--- src/rtl/shift_pkg.sv ---
// Shared types for the universal shift register.
// Operation codes, sequencer states and burst threshold.
package shift_pkg;

  typedef enum logic [2:0] {
    MODE_HOLD = 3'b000,
    MODE_LOAD = 3'b001,
    MODE_SHL  = 3'b010,
    MODE_SHR  = 3'b011,
    MODE_ROL  = 3'b100,
    MODE_ROR  = 3'b101,
    MODE_ASR  = 3'b110,
    MODE_JOHN = 3'b111
  } mode_t;

  typedef enum logic [1:0] {
    ST_IDLE = 2'b00,
    ST_RUN  = 2'b01,
    ST_DONE = 2'b10
  } state_t;

  localparam logic [2:0] MODE_FIRST_BURST = 3'b010;

endpackage

--- src/rtl/shift_core.sv ---
// Combinational next-state for one shift operation.
// Shared by the single-step and burst paths.
module shift_core
  import shift_pkg::*;
#(
  parameter int WIDTH = 6
) (
  input  logic [WIDTH-1:0] i_cur,
  input  mode_t            i_mode,
  input  logic             i_ser_in,
  input  logic [WIDTH-1:0] i_in,
  output logic [WIDTH-1:0] o_nxt,
  output logic             o_ser,
  output logic             o_shifted
);

  // Left ops expose the old MSB, right ops the old LSB.
  always_comb begin
    o_nxt     = i_cur;
    o_ser     = 1'b0;
    o_shifted = 1'b0;
    unique case (i_mode)
      MODE_HOLD: o_nxt = i_cur;
      MODE_LOAD: o_nxt = i_in;
      MODE_SHL: begin
        o_nxt     = {i_cur[WIDTH-2:0], i_ser_in};
        o_ser     = i_cur[WIDTH-1];
        o_shifted = 1'b1;
      end
      MODE_SHR: begin
        o_nxt     = {i_ser_in, i_cur[WIDTH-1:1]};
        o_ser     = i_cur[0];
        o_shifted = 1'b1;
      end
      MODE_ROL: begin
        o_nxt     = {i_cur[WIDTH-2:0], i_cur[WIDTH-1]};
        o_ser     = i_cur[WIDTH-1];
        o_shifted = 1'b1;
      end
      MODE_ROR: begin
        o_nxt     = {i_cur[0], i_cur[WIDTH-1:1]};
        o_ser     = i_cur[0];
        o_shifted = 1'b1;
      end
      MODE_ASR: begin
        o_nxt     = {i_cur[WIDTH-1], i_cur[WIDTH-1:1]};
        o_ser     = i_cur[0];
        o_shifted = 1'b1;
      end
      MODE_JOHN: begin
        o_nxt     = {i_cur[WIDTH-2:0], ~i_cur[WIDTH-1]};
        o_ser     = i_cur[WIDTH-1];
        o_shifted = 1'b1;
      end
      default: o_nxt = i_cur;
    endcase
  end

endmodule

--- src/rtl/univ_shift_reg.sv ---
// Universal shift register with burst sequencer.
// Single-step in IDLE; Start runs a counted burst.
module univ_shift_reg
  import shift_pkg::*;
#(
  parameter int WIDTH = 6,
  parameter int CW    = 4
) (
  input  logic             i_clk,
  input  logic             i_rst,
  input  logic [2:0]       i_mode,
  input  logic [WIDTH-1:0] i_in,
  input  logic             i_ser_in,
  input  logic             i_start,
  input  logic [CW-1:0]    i_count,
  output logic [WIDTH-1:0] o_out,
  output logic             o_ser_out,
  output logic             o_busy,
  output logic             o_done
);

  localparam logic [CW-1:0] CNT_ONE = {{(CW-1){1'b0}}, 1'b1};

  state_t           r_state;
  mode_t            r_mode;
  logic [CW-1:0]    r_cnt;
  logic [WIDTH-1:0] r_out;
  logic             r_ser;
  logic             r_busy;
  logic             r_done;

  mode_t            w_mode;
  logic [WIDTH-1:0] w_nxt;
  logic             w_ser;
  logic             w_shifted;
  logic             w_burst;

  // Core sees the latched op during a burst, live op otherwise.
  always_comb begin
    w_mode  = mode_t'(i_mode);
    w_burst = i_start && (i_mode >= MODE_FIRST_BURST)
              && (i_count != '0);
    if (r_state == ST_RUN) w_mode = r_mode;
  end

  shift_core #(.WIDTH(WIDTH)) u_core (
    .i_cur     (r_out),
    .i_mode    (w_mode),
    .i_ser_in  (i_ser_in),
    .i_in      (i_in),
    .o_nxt     (w_nxt),
    .o_ser     (w_ser),
    .o_shifted (w_shifted)
  );

  // Sequencer, burst counter and output registers.
  always_ff @(posedge i_clk or posedge i_rst) begin
    if (i_rst) begin
      r_state <= ST_IDLE;
      r_mode  <= MODE_HOLD;
      r_cnt   <= '0;
      r_out   <= '0;
      r_ser   <= 1'b0;
      r_busy  <= 1'b0;
      r_done  <= 1'b0;
    end else begin
      unique case (r_state)
        ST_IDLE: begin
          if (w_burst) begin
            r_mode  <= mode_t'(i_mode);
            r_cnt   <= i_count;
            r_state <= ST_RUN;
            r_busy  <= 1'b1;
          end else begin
            r_out <= w_nxt;
            if (w_shifted) r_ser <= w_ser;
            if (i_start) begin
              r_state <= ST_DONE;
              r_done  <= 1'b1;
            end
          end
        end
        ST_RUN: begin
          r_out <= w_nxt;
          if (w_shifted) r_ser <= w_ser;
          r_cnt <= r_cnt - CNT_ONE;
          if (r_cnt == CNT_ONE) begin
            r_state <= ST_DONE;
            r_busy  <= 1'b0;
            r_done  <= 1'b1;
          end
        end
        ST_DONE: begin
          r_state <= ST_IDLE;
          r_done  <= 1'b0;
        end
        default: begin
          r_state <= ST_IDLE;
          r_busy  <= 1'b0;
          r_done  <= 1'b0;
        end
      endcase
    end
  end

  assign o_out     = r_out;
  assign o_ser_out = r_ser;
  assign o_busy    = r_busy;
  assign o_done    = r_done;

endmodule

--- config.mk ---
export PLATFORM = sky130hd
export DESIGN_NAME = univ_shift_reg
export DESIGN_NICKNAME = d
export VERILOG_FILES = /design/src/rtl/shift_pkg.sv /design/src/rtl/shift_core.sv /design/src/rtl/univ_shift_reg.sv
export SDC_FILE = /design/constraint.sdc
export NUM_CORES = 1
export LEC_CHECK = 0
export ABC_CLOCK_PERIOD_IN_PS = 2000
export BUFFER_PORTS_ARGS = -buffer_cell sky130_fd_sc_hd__buf_2
export CELL_PAD_IN_SITES_DETAIL_PLACEMENT = 1
export CELL_PAD_IN_SITES_GLOBAL_PLACEMENT = 2
export CORE_ASPECT_RATIO = 0.7
export CORE_UTILIZATION = 28
export CTS_CLUSTER_SIZE = 8
export DETAILED_ROUTE_END_ITERATION = 8
export PLACE_DENSITY_LB_ADDON = 0.1
export SLEW_MARGIN = 10
export SYNTH_ARGS = -nofsm -noshare
export SYNTH_HDL_FRONTEND = slang
export SYNTH_SLANG_ARGS = --single-unit
export TNS_END_PERCENT = 10
--- constraint.sdc ---
create_clock -name i_clk -period 2 [get_ports i_clk]
set_clock_uncertainty 0.1 [all_clocks]
set_input_delay 0.3 -clock i_clk [delete_from_list [all_inputs] [get_ports i_clk]]
set_output_delay 0.3 -clock i_clk [all_outputs]
set_load 0.01 [all_outputs]
**Yosys cells after proc, flatten, opt, wreduce, memory -nomap -nowiden**

Cells that the tools add are included.

- Equal/unequal tests: 15
- Magnitude comparators: 1
- Multiply operators: 0
- Bitwise gates (word level): 2
- Div/mod/pow operators: 0
- Shift-type cells: 0
- Muxes and demuxes: 22
- Reductions and logical operators: 15
- Add/subtract/negate cells: 1

Operators with widths:

| kind | count |
|---|---|
| 6-bit case mux with 8 select lines | 1 |
| 3-bit == test (second input constant) | 4 |
| 6-bit case mux with 2 select lines | 1 |
| 1-bit 2-to-1 mux | 8 |
| 4-bit case mux with 2 select lines | 1 |
| 2-bit AND reduction | 4 |
| 3-bit by 2-bit == test with 1-bit output (second input constant) | 2 |
| 2-bit 2-to-1 mux | 3 |
| 6-bit 2-to-1 mux | 1 |
| 2-bit inequality test (second input constant) | 3 |
| 1-bit case mux with 2 select lines | 3 |
| 3-bit AND reduction | 2 |
| 3-bit OR reduction | 2 |
| 6-bit OR reduction | 1 |
| 4-bit by 1-bit == test with 1-bit output (second input constant) | 1 |
| 4-bit 2-to-1 mux | 1 |
| 2-bit case mux with 2 select lines | 1 |
| 4-bit nonzero test | 1 |
| 4-bit by 1-bit subtractor with 4-bit output (second input constant) | 1 |
| 3-bit by 1-bit == test with 1-bit output (second input constant) | 1 |
| 3-bit by 2-bit >= comparator with 1-bit output (second input constant) | 1 |
| 3-bit logical NOT | 1 |
| 3-bit 2-to-1 mux | 1 |
| 3-bit inequality test (second input constant) | 1 |
| other kinds (8) | 10 |

- Bits of input ports: 17
- Memories: 0
- Latch bits: 0
- ROM bits: 0
- Register bits after elaboration: 18
- Logic and storage cells: 63
- RAM bits: 0
- Output and inout port bits: 9

**Longest topological paths before layout**

Gate-level depths: netlist of the first run.

- Depth after elaboration: 8
- Depth in mapped cells: 8
- Gate-level depth less buffers: 7

**Modules after synthesis**

Synthesis of the first run repeated with hierarchy kept, for this count alone.

- Cell total of the unflattened synthesis: 146
- Area total of the unflattened synthesis: 1397.6 µm²

By module, submodules not included:

| module | instances | cells an instance | sequential area each (µm²) | area each (µm²) |
|---|---|---|---|---|
| univ_shift_reg | 1 | 84 | 450.4 | 953.4 |
| shift_core | 1 | 62 | 0.0 | 444.2 |

**Least setup slack after synthesis of the first run**

OpenSTA, ideal clock, no wires.

- Kind: reg2reg
- Start: register r_state[1]
- End: register r_out[1], in the netlist o_out[1]
- Period minus slack after synthesis: 1827 ps
- Path buffers: 2
- Data required time: 1779 ps
- Library setup time: 121 ps
- Data arrival time: 1606 ps
- Setup slack: 173 ps
- Cell stages (with the launch flop): 8
- Path through: dfrtp_1 > nand2b_4 > buf_6 > mux2_4 > o21ai_4 > buf_6 > a31oi_1 > a22o_1

- Cells in the longest elaborated chain, start to end: 6
- Elaborated cells between the ends (all ways): 17
- Those cells by class: 9 x eq/ne; 4 x mux; 4 x reduce/logical

Ends and longest elaborated chain:

| element | line | RTL |
|---|---|---|
| from (decl) | univ_shift_reg.sv:24 | `state_t r_state;` |
| from (signal assigned) | univ_shift_reg.sv:59 | `r_state <= ST_IDLE;` |
| from (signal assigned) | univ_shift_reg.sv:72 | `r_state <= ST_RUN;` |
| from (signal assigned) | univ_shift_reg.sv:78 | `r_state <= ST_DONE;` |
| 2-bit by 1-bit == test with 1-bit output | univ_shift_reg.sv:43, univ_shift_reg.sv:67 |  |
| 3-bit 2-to-1 mux | univ_shift_reg.sv:43 | `if (r_state == ST_RUN) w_mode = r_mode;` |
| 3-bit == test (tied with other cells) | shift_core.sv:22 | `unique case (i_mode)` |
| 6-bit case mux with 8 select lines | shift_core.sv:22 |  |
| 6-bit 2-to-1 mux | univ_shift_reg.sv:69 | `if (w_burst) begin` |
| 6-bit case mux with 2 select lines | univ_shift_reg.sv:67 | `unique case (r_state)` |
| to (signal assigned) | univ_shift_reg.sv:75 | `r_out <= w_nxt;` |
| to (signal assigned) | univ_shift_reg.sv:84 | `r_out <= w_nxt;` |
| to (decl) | univ_shift_reg.sv:27 | `logic [WIDTH-1:0] r_out;` |

Several ways; a longest one is shown, not always the timed one. The select of a mux whose other input is x is not followed.
A chain may end at the register's enable or synchronous reset.

**Final worst setup path of the first run**

- Start: register r_state[1]
- End: register r_out[3], in the netlist o_out[3]

Same word-level chain as after synthesis.

==> results.md, run 1 <==
- Dominant register cell in the synthesized netlist: sky130_fd_sc_hd__dfrtp_1
- Maximum buffer depth of the clock tree: 2
- Result of the run: complete, no violations
- Number of instances in the synthesized netlist: 140
- Total buffers and inverters traversed by the critical path: 1
- DIE HEIGHT: 58.6 um
- Clock tree from TritonCTS: done
- Number of register bits inferred by synthesis: 18
- Area grow syn2layout: 25.5%
- Critical path launch point type: flop
- CORE AREA: 0.00438 mm^2
- Share of final-layout standard cells stronger than drive strength 1: 32.8%
- Maximum number of pins on one net before global-route repair: 19
- Met3 usage: 3.65%
- Number of global-route vias before repair: 1208
- Yosys synthesis warning count: 0
- Global-route wire length before repair: 6.29 mm
- Multi-input gate area: 778 um^2
- Achievable frequency: 534 MHz
- Commonest cells after routing, fill and taps aside: sky130_fd_sc_hd__buf_2 (25), sky130_fd_sc_hd__nand2_1 (19), sky130_fd_sc_hd__dfrtp_1 (17), sky130_fd_sc_hd__buf_4 (13), sky130_fd_sc_hd__nor2_1 (11)
- Required @ worst endpoint: 2.09 ns
- Clock buffer count from CTS: 3
- Row count: 20
- Worst-path maximum fanout: 9
- Layer carrying the most global-route usage: met1
- Post-Syn Nets: 159
- Finished Cell Area: 0.00161 mm^2
- Sum of negative setup slack: 0 ns
- Setup repair after global routing missed its margin: no
- Vias after detailed routing: 1185
- WS Path Type: flop to flop
- Final-report max-slew violation count: 0
- I/O pin count: 26
- Clock insertion delay at the later pin of the skew report: 0.26 ns
- H-tree levels: 1
- Fin nets: 197
- Full die area: 0.00486 mm^2
- Instance area after placement: 0.00151 mm^2
- Share of the clock period used by the worst path after layout: 93.6%
- Post-synth top area cell: sky130_fd_sc_hd__dfrtp_1
- Power density normalized to cell area: 1780 mW/mm^2
- Routed Antenna Nets: 0
- Cell family with the largest share of critical-path delay: flip-flops
- Number of fillers in the final layout: 535
- Initial antenna violation count: 0
- Per-instance average area after synthesis: 9.16 um^2
- Clk slew on worst S/H paths: 0.07 ns
- Worst Max-Slew Pin Slew: 0.549 ns
- Path category of the worst min-delay check: primary input to flop
- Post-route core utilization: 36.7%
- Via density: 5.11
- Worst Path Arrival: 1.96 ns
- Worst Setup End Kind: flop
- Starting Density: 29.3%
- Minimum setup slack in the final design: 0.128 ns
- Hpwl dp: 2.80 mm
- Clock root buffer: sky130_fd_sc_hd__clkbuf_8
- Violation count after the first detailed-routing iteration: 34
- Maximum vdd drop: 0.000530 V
- CTS sink cnt: 18
- Post-place setup slack: 0.0363 ns
- Total wire length after detailed routing: 3.74 mm
- Cells along the critical path: and2b_4 -> mux2i_4 -> buf_4 -> nor2_1 -> a31oi_1 -> a22o_1
- Ys async rst share: 100%
- Buffers added on ports: 25
- Placer congestion estimate: 0.797
- Gr usage total: 16.6%
- Worst-path cell with the longest stage delay: sky130_fd_sc_hd__dfrtp_1
- Remaining global-route overflow: 0
- Post-synthesis instance area: 0.00128 mm^2
- EDFF count, synth: 0
- Sequential standard cell area: 452 um^2
- Hold violation count in the final report: 0
- Proportion of synthesized chip area in sequential cells: 35.1%
- Tot Pwr: 0.00287 W
- Max stage delay on crit path: 0.43 ns
- Residual DRC count: 0
- Static leakage: 0.727 nW
- Most common cell after layout, fill and taps aside: sky130_fd_sc_hd__buf_2
- First-pass iteration count of the detailed router: 4
- Top post-synthesis cells by area: sky130_fd_sc_hd__dfrtp_1 (35%), sky130_fd_sc_hd__nand2_1 (5.6%), sky130_fd_sc_hd__a31oi_1 (4.9%), sky130_fd_sc_hd__o21ai_0 (3.9%), sky130_fd_sc_hd__mux2_2 (3.5%)
- Max-cap viol count: 0
- Tmin final: 1.87 ns
- Overall die width: 82.9 um
- Distinct cells, synth: 44
- Met1 routing resource usage after global routing: 25.2%
- Met2 track demand over resource: 23.8%
- Diode insertion count for antenna repair: 0
- WL/cell: 16.1 um
- Setup-failing EPs final: 0
- Worst max-slew margin expressed relative to the limit: 63.3%
- Top cell type's share of synthesized area: 35.1%
==> layout make-up <==
type                       count  share of cell area, %
tap                           55                   4.28
timing repair buffer          39                   14.5
inverter                       6                   1.40
sequential                    18                   28.1
clock buffer                   4                   3.42
multi-input combinational    110                   48.4
==> per-stage QoR <==
stage	hold WS (ns)	cells
detailed placement	0.244	224
CTS	0.226	229
global placement	0.237	224
finish	0.235	232
global route	0.233	232
floorplan	0.139	140
==> where the power goes <==
part	leakage, nW	switching [W]	internal (W)	total [W]
Sequential	0.212	0.000260	0.000558	0.000819
Clock	0.0288	0.000132	0.000175	0.000307
Combinational	0.486	0.000887	0.000859	0.00175
Total	0.727	0.00128	0.00159	0.00287
==> tightest hold or removal path, cell delays in order <==
cell and delay (ns):
sky130_fd_sc_hd__buf_2 0.12, sky130_fd_sc_hd__nand2_1 0.05, sky130_fd_sc_hd__a31oi_1 0.07
==> synth_stat cells (2+ instances only) <==
cell	n
sky130_fd_sc_hd__nand2_1	19
sky130_fd_sc_hd__dfrtp_1	18
sky130_fd_sc_hd__nor2_1	11
sky130_fd_sc_hd__a31oi_1	10
sky130_fd_sc_hd__o21ai_0	10
sky130_fd_sc_hd__a21oi_1	7
sky130_fd_sc_hd__inv_1	6
sky130_fd_sc_hd__a22o_1	5
sky130_fd_sc_hd__mux2_2	4
sky130_fd_sc_hd__mux2i_1	4
sky130_fd_sc_hd__nand3_1	4
sky130_fd_sc_hd__a21o_1	3
sky130_fd_sc_hd__xnor2_1	3
sky130_fd_sc_hd__a211oi_1	2
sky130_fd_sc_hd__buf_2	2
sky130_fd_sc_hd__buf_6	2
sky130_fd_sc_hd__ha_1	2
sky130_fd_sc_hd__nor4_2	2
==> worst paths after layout <==
path | startpoint | to | slack, ns | depth (start not counted)
worst max register to register | r_state[1] | o_out[3] | 0.13 | 6
worst min-delay path | i_count[0] | r_cnt[0] | 0.24 | 3
min in group asynchronous | i_rst | o_out[5] | 0.51 | 4
worst max-delay path | r_state[1] | o_out[3] | 0.13 | 6
worst min register to register | o_busy | o_busy | 0.38 | 1
max in group asynchronous | i_rst | r_state[0] | 1.07 | 4
==> cell families (layout without fill, tap and decap cells) <==
logic type | count (synthesis) | after routing | share of synthesized area [%]
compound gates | 47 | 47 | 25.8
simple gates | 46 | 46 | 18.6
flops | 18 | 18 | 35.1
buf+inv | 12 | 49 | 5.17
mux | 11 | 11 | 10.6
xor+xnor | 4 | 4 | 2.73
fa+ha+maj | 2 | 2 | 1.95
==> per-layer routing <==
metal | wire (um) | share of wire (%)
met5 | 0 | 0
met3 | 165 | 4.4
met1 | 2040 | 55
met2 | 1490 | 40
met4 | 44 | 1.2
==> sequential cells by signal, summed over array words and instances, names as in the netlist <==
signal     count
o_busy         1
o_done         1
o_out          6
o_ser_out      1
r_cnt          4
r_mode         3
r_state        2
==> what timing repair did <==
action | in CTS | in global routing
endpoints found under the setup margin | 0 | 1
hold buffers | 1 | 0
buffers inserted | 0 | 3
gates resized for setup | 0 | 3
hold endpoints to repair | 18 | 0
Note: power is estimated with default switching activity, not from simulation.
==> inputs of run 2 (changes only) <==
RECOVER_POWER = 100   (was default)
==> run 2 against run 1 <==
- largest cell class unchanged
- combinational power shrank 3%
- first-iteration DRC count grew 24%
- clock power is essentially flat
- critical path depth shrank 1
- fmax shrank 1.5%
- global-route usage is the same
- via count grew 0.51%
- setup slack lost 0.028 ns
- die area is the same
- sequential power shrank 1%
==> results.md, run 2 (same netlist as run 1, synthesis figures left out) <==
- Full die area: 0.00486 mm^2
- Worst max-slew margin expressed relative to the limit: 28.5%
- Final-report max-slew violation count: 0
- Sw Share: 45.2%
- Max stage delay on crit path: 0.42 ns
- DIE HEIGHT: 58.6 um
- Starting Density: 29.3%
- Flip-flop count of the largest register, all copies and words added: 6
- Power share of the sequential group: 28.8%
- Buffers added on ports: 25
- H-tree levels: 1
- Setup repair after global routing missed its margin: no
- CORE AREA: 0.00438 mm^2
- Clock root buffer: sky130_fd_sc_hd__clkbuf_8
- Total buffers and inverters traversed by the critical path: 0
- Worst-path maximum fanout: 12
- Hold violation count in the final report: 0
- Result of the run: complete, no violations
- Number of global-route vias before repair: 1208
- Vias after detailed routing: 1191
- Worst Setup End Kind: flop
- Row count: 20
- Commonest cells after routing, fill and taps aside: sky130_fd_sc_hd__nand2_1 (19), sky130_fd_sc_hd__dfrtp_1 (18), sky130_fd_sc_hd__buf_2 (16)
- Fin nets: 197
- Maximum number of pins on one net before global-route repair: 19
- Placer congestion estimate: 0.797
- WS Path Type: flop to flop
- Global-route wire length before repair: 6.29 mm
- Residual DRC count: 0
- Initial antenna violation count: 0
- Most common cell after layout, fill and taps aside: sky130_fd_sc_hd__nand2_1
- Power density normalized to cell area: 1790 mW/mm^2
- Max-cap viol count: 0
- Worst-path cell with the longest stage delay: sky130_fd_sc_hd__dfrtp_1
- Clk slew on worst S/H paths: 0.08 ns
- Overall die width: 82.9 um
- Setup-failing EPs final: 0
- Clock insertion delay at the later pin of the skew report: 0.26 ns
- Critical path launch point type: flop
- Gr usage total: 16.6%
- I/O pin count: 26
- Violation count after the first detailed-routing iteration: 42
- Total wire length after detailed routing: 3.75 mm
- Number of fillers in the final layout: 540
- Remaining global-route overflow: 0
- Path category of the worst min-delay check: primary input to flop
- Routed Antenna Nets: 0
- Combinational power share: 60.2%
- Achievable frequency: 527 MHz
- Sw Pwr: 0.00127 W
- Clock buffer count from CTS: 3
- Diode insertion count for antenna repair: 0
- Share of final-layout standard cells stronger than drive strength 1: 24.9%
- Hpwl dp: 2.80 mm
- Via density: 5.13
- Sum of negative setup slack: 0 ns
- Tmin final: 1.90 ns
- CTS sink cnt: 18
- Cells along the critical path: nand2b_2 -> mux2_2 -> o21ai_4 -> a31oi_1 -> a22o_1
- First-pass iteration count of the detailed router: 4
- Worst Path Arrival: 1.94 ns
- WL/cell: 16.1 um
- Maximum buffer depth of the clock tree: 2
- Cell family with the largest share of critical-path delay: compound AO/OA/AOI/OAI gates
- Area grow syn2layout: 22.2%
- Share of the clock period used by the worst path after layout: 95.0%
- Internal Pwr Total: 0.00154 W
- Required @ worst endpoint: 2.04 ns
- Worst Max-Slew Pin Slew: 1.07 ns
- Minimum setup slack in the final design: 0.101 ns
- Maximum vdd drop: 0.000532 V
- Clock tree from TritonCTS: done
- Static leakage: 0.685 nW
- Post-place setup slack: 0.0363 ns
- Clock network fraction of design power: 10.9%
-- run 2: cell types whose count changed in the layout (fill, tap and decap cells not counted), moves of 2 or more --
| cell | previous run | this run |
|---|---|---|
| sky130_fd_sc_hd__buf_2 | 25 | 16 |
| sky130_fd_sc_hd__buf_4 | 13 | 11 |
| sky130_fd_sc_hd__clkbuf_1 | 0 | 11 |
| sky130_fd_sc_hd__nor4_1 | 0 | 2 |
| sky130_fd_sc_hd__nor4_2 | 2 | 0 |
-- run 2: layer usage --
layer,GRT usage [%],vias to the layer above,wire length [um]
li1,-,584,-
met1,25.2,572,2020
met2,23.8,29,1500
met3,3.65,6,175
met4,4.19,0,44
met5,0,-,0
-- run 2: path summary, 6_finish.rpt --
path	startpoint	endpoint	slack (ns)	cells past startpoint
max in group asynchronous	i_rst	r_cnt[2]	0.35	4
hold reg to reg	o_busy	o_busy	0.38	1
setup reg to reg	r_state[1]	o_out[3]	0.10	5
min in group asynchronous	i_rst	o_out[5]	0.81	4
hold / removal	i_count[0]	r_cnt[0]	0.23	3
setup / recovery	r_state[1]	o_out[3]	0.10	5
-- run 2: layout make-up --
class                   count  area (um^2)  area share [%]
well taps                  55         68.8            4.39
multi-input cells         110          757            48.3
inverters                   6         22.5            1.44
clock buffers               4         55.1            3.51
repair buffers             39          214            13.6
flip-flops and latches     18          450            28.7
-- run 2: power by group through the flow --
stage / logic (W) / registers, W / clock network, W
after global routing: 0.00189 / 0.000856 / 0.000347
final: 0.00169 / 0.000811 / 0.000308
after detailed placement: 0.00167 / 0.000814 / 0
after global placement: 0.00165 / 0.000803 / 0
after floorplan: 0.00124 / 0.000755 / 0
after CTS: 0.00168 / 0.000809 / 0.000322
-- run 2: worst register-to-register path: stages (launching register included) --
cell                       delay [ns]
sky130_fd_sc_hd__dfrtp_1         0.42
sky130_fd_sc_hd__nand2b_2        0.21
sky130_fd_sc_hd__mux2_2          0.38
sky130_fd_sc_hd__o21ai_4         0.37
sky130_fd_sc_hd__a31oi_1         0.09
sky130_fd_sc_hd__a22o_1          0.22
-- run 2: timing repair --
action                                 in CTS  in global routing
setup buffers                               0                  3
setup endpoints to repair                   0                  1
gates resized for setup                     0                  3
endpoints found under the hold margin      18                  0
hold buffers                                1                  0
-- run 2: through the flow --
step / hold WS (ns) / power, W / instance area [um^2] / cells / util [%]
2_1_floorplan: 0.139 / 0.00199 / 1280 / 140 / -
3_3_place_gp: 0.237 / 0.00245 / 1510 / 224 / 34.4
3_5_place_dp: 0.244 / 0.00249 / 1510 / 224 / 34.4
4_1_cts: 0.226 / 0.00281 / 1570 / 229 / 35.9
5_1_grt: 0.228 / 0.00309 / 1570 / 232 / 35.8
6_report: 0.231 / 0.00281 / 1570 / 232 / 35.8
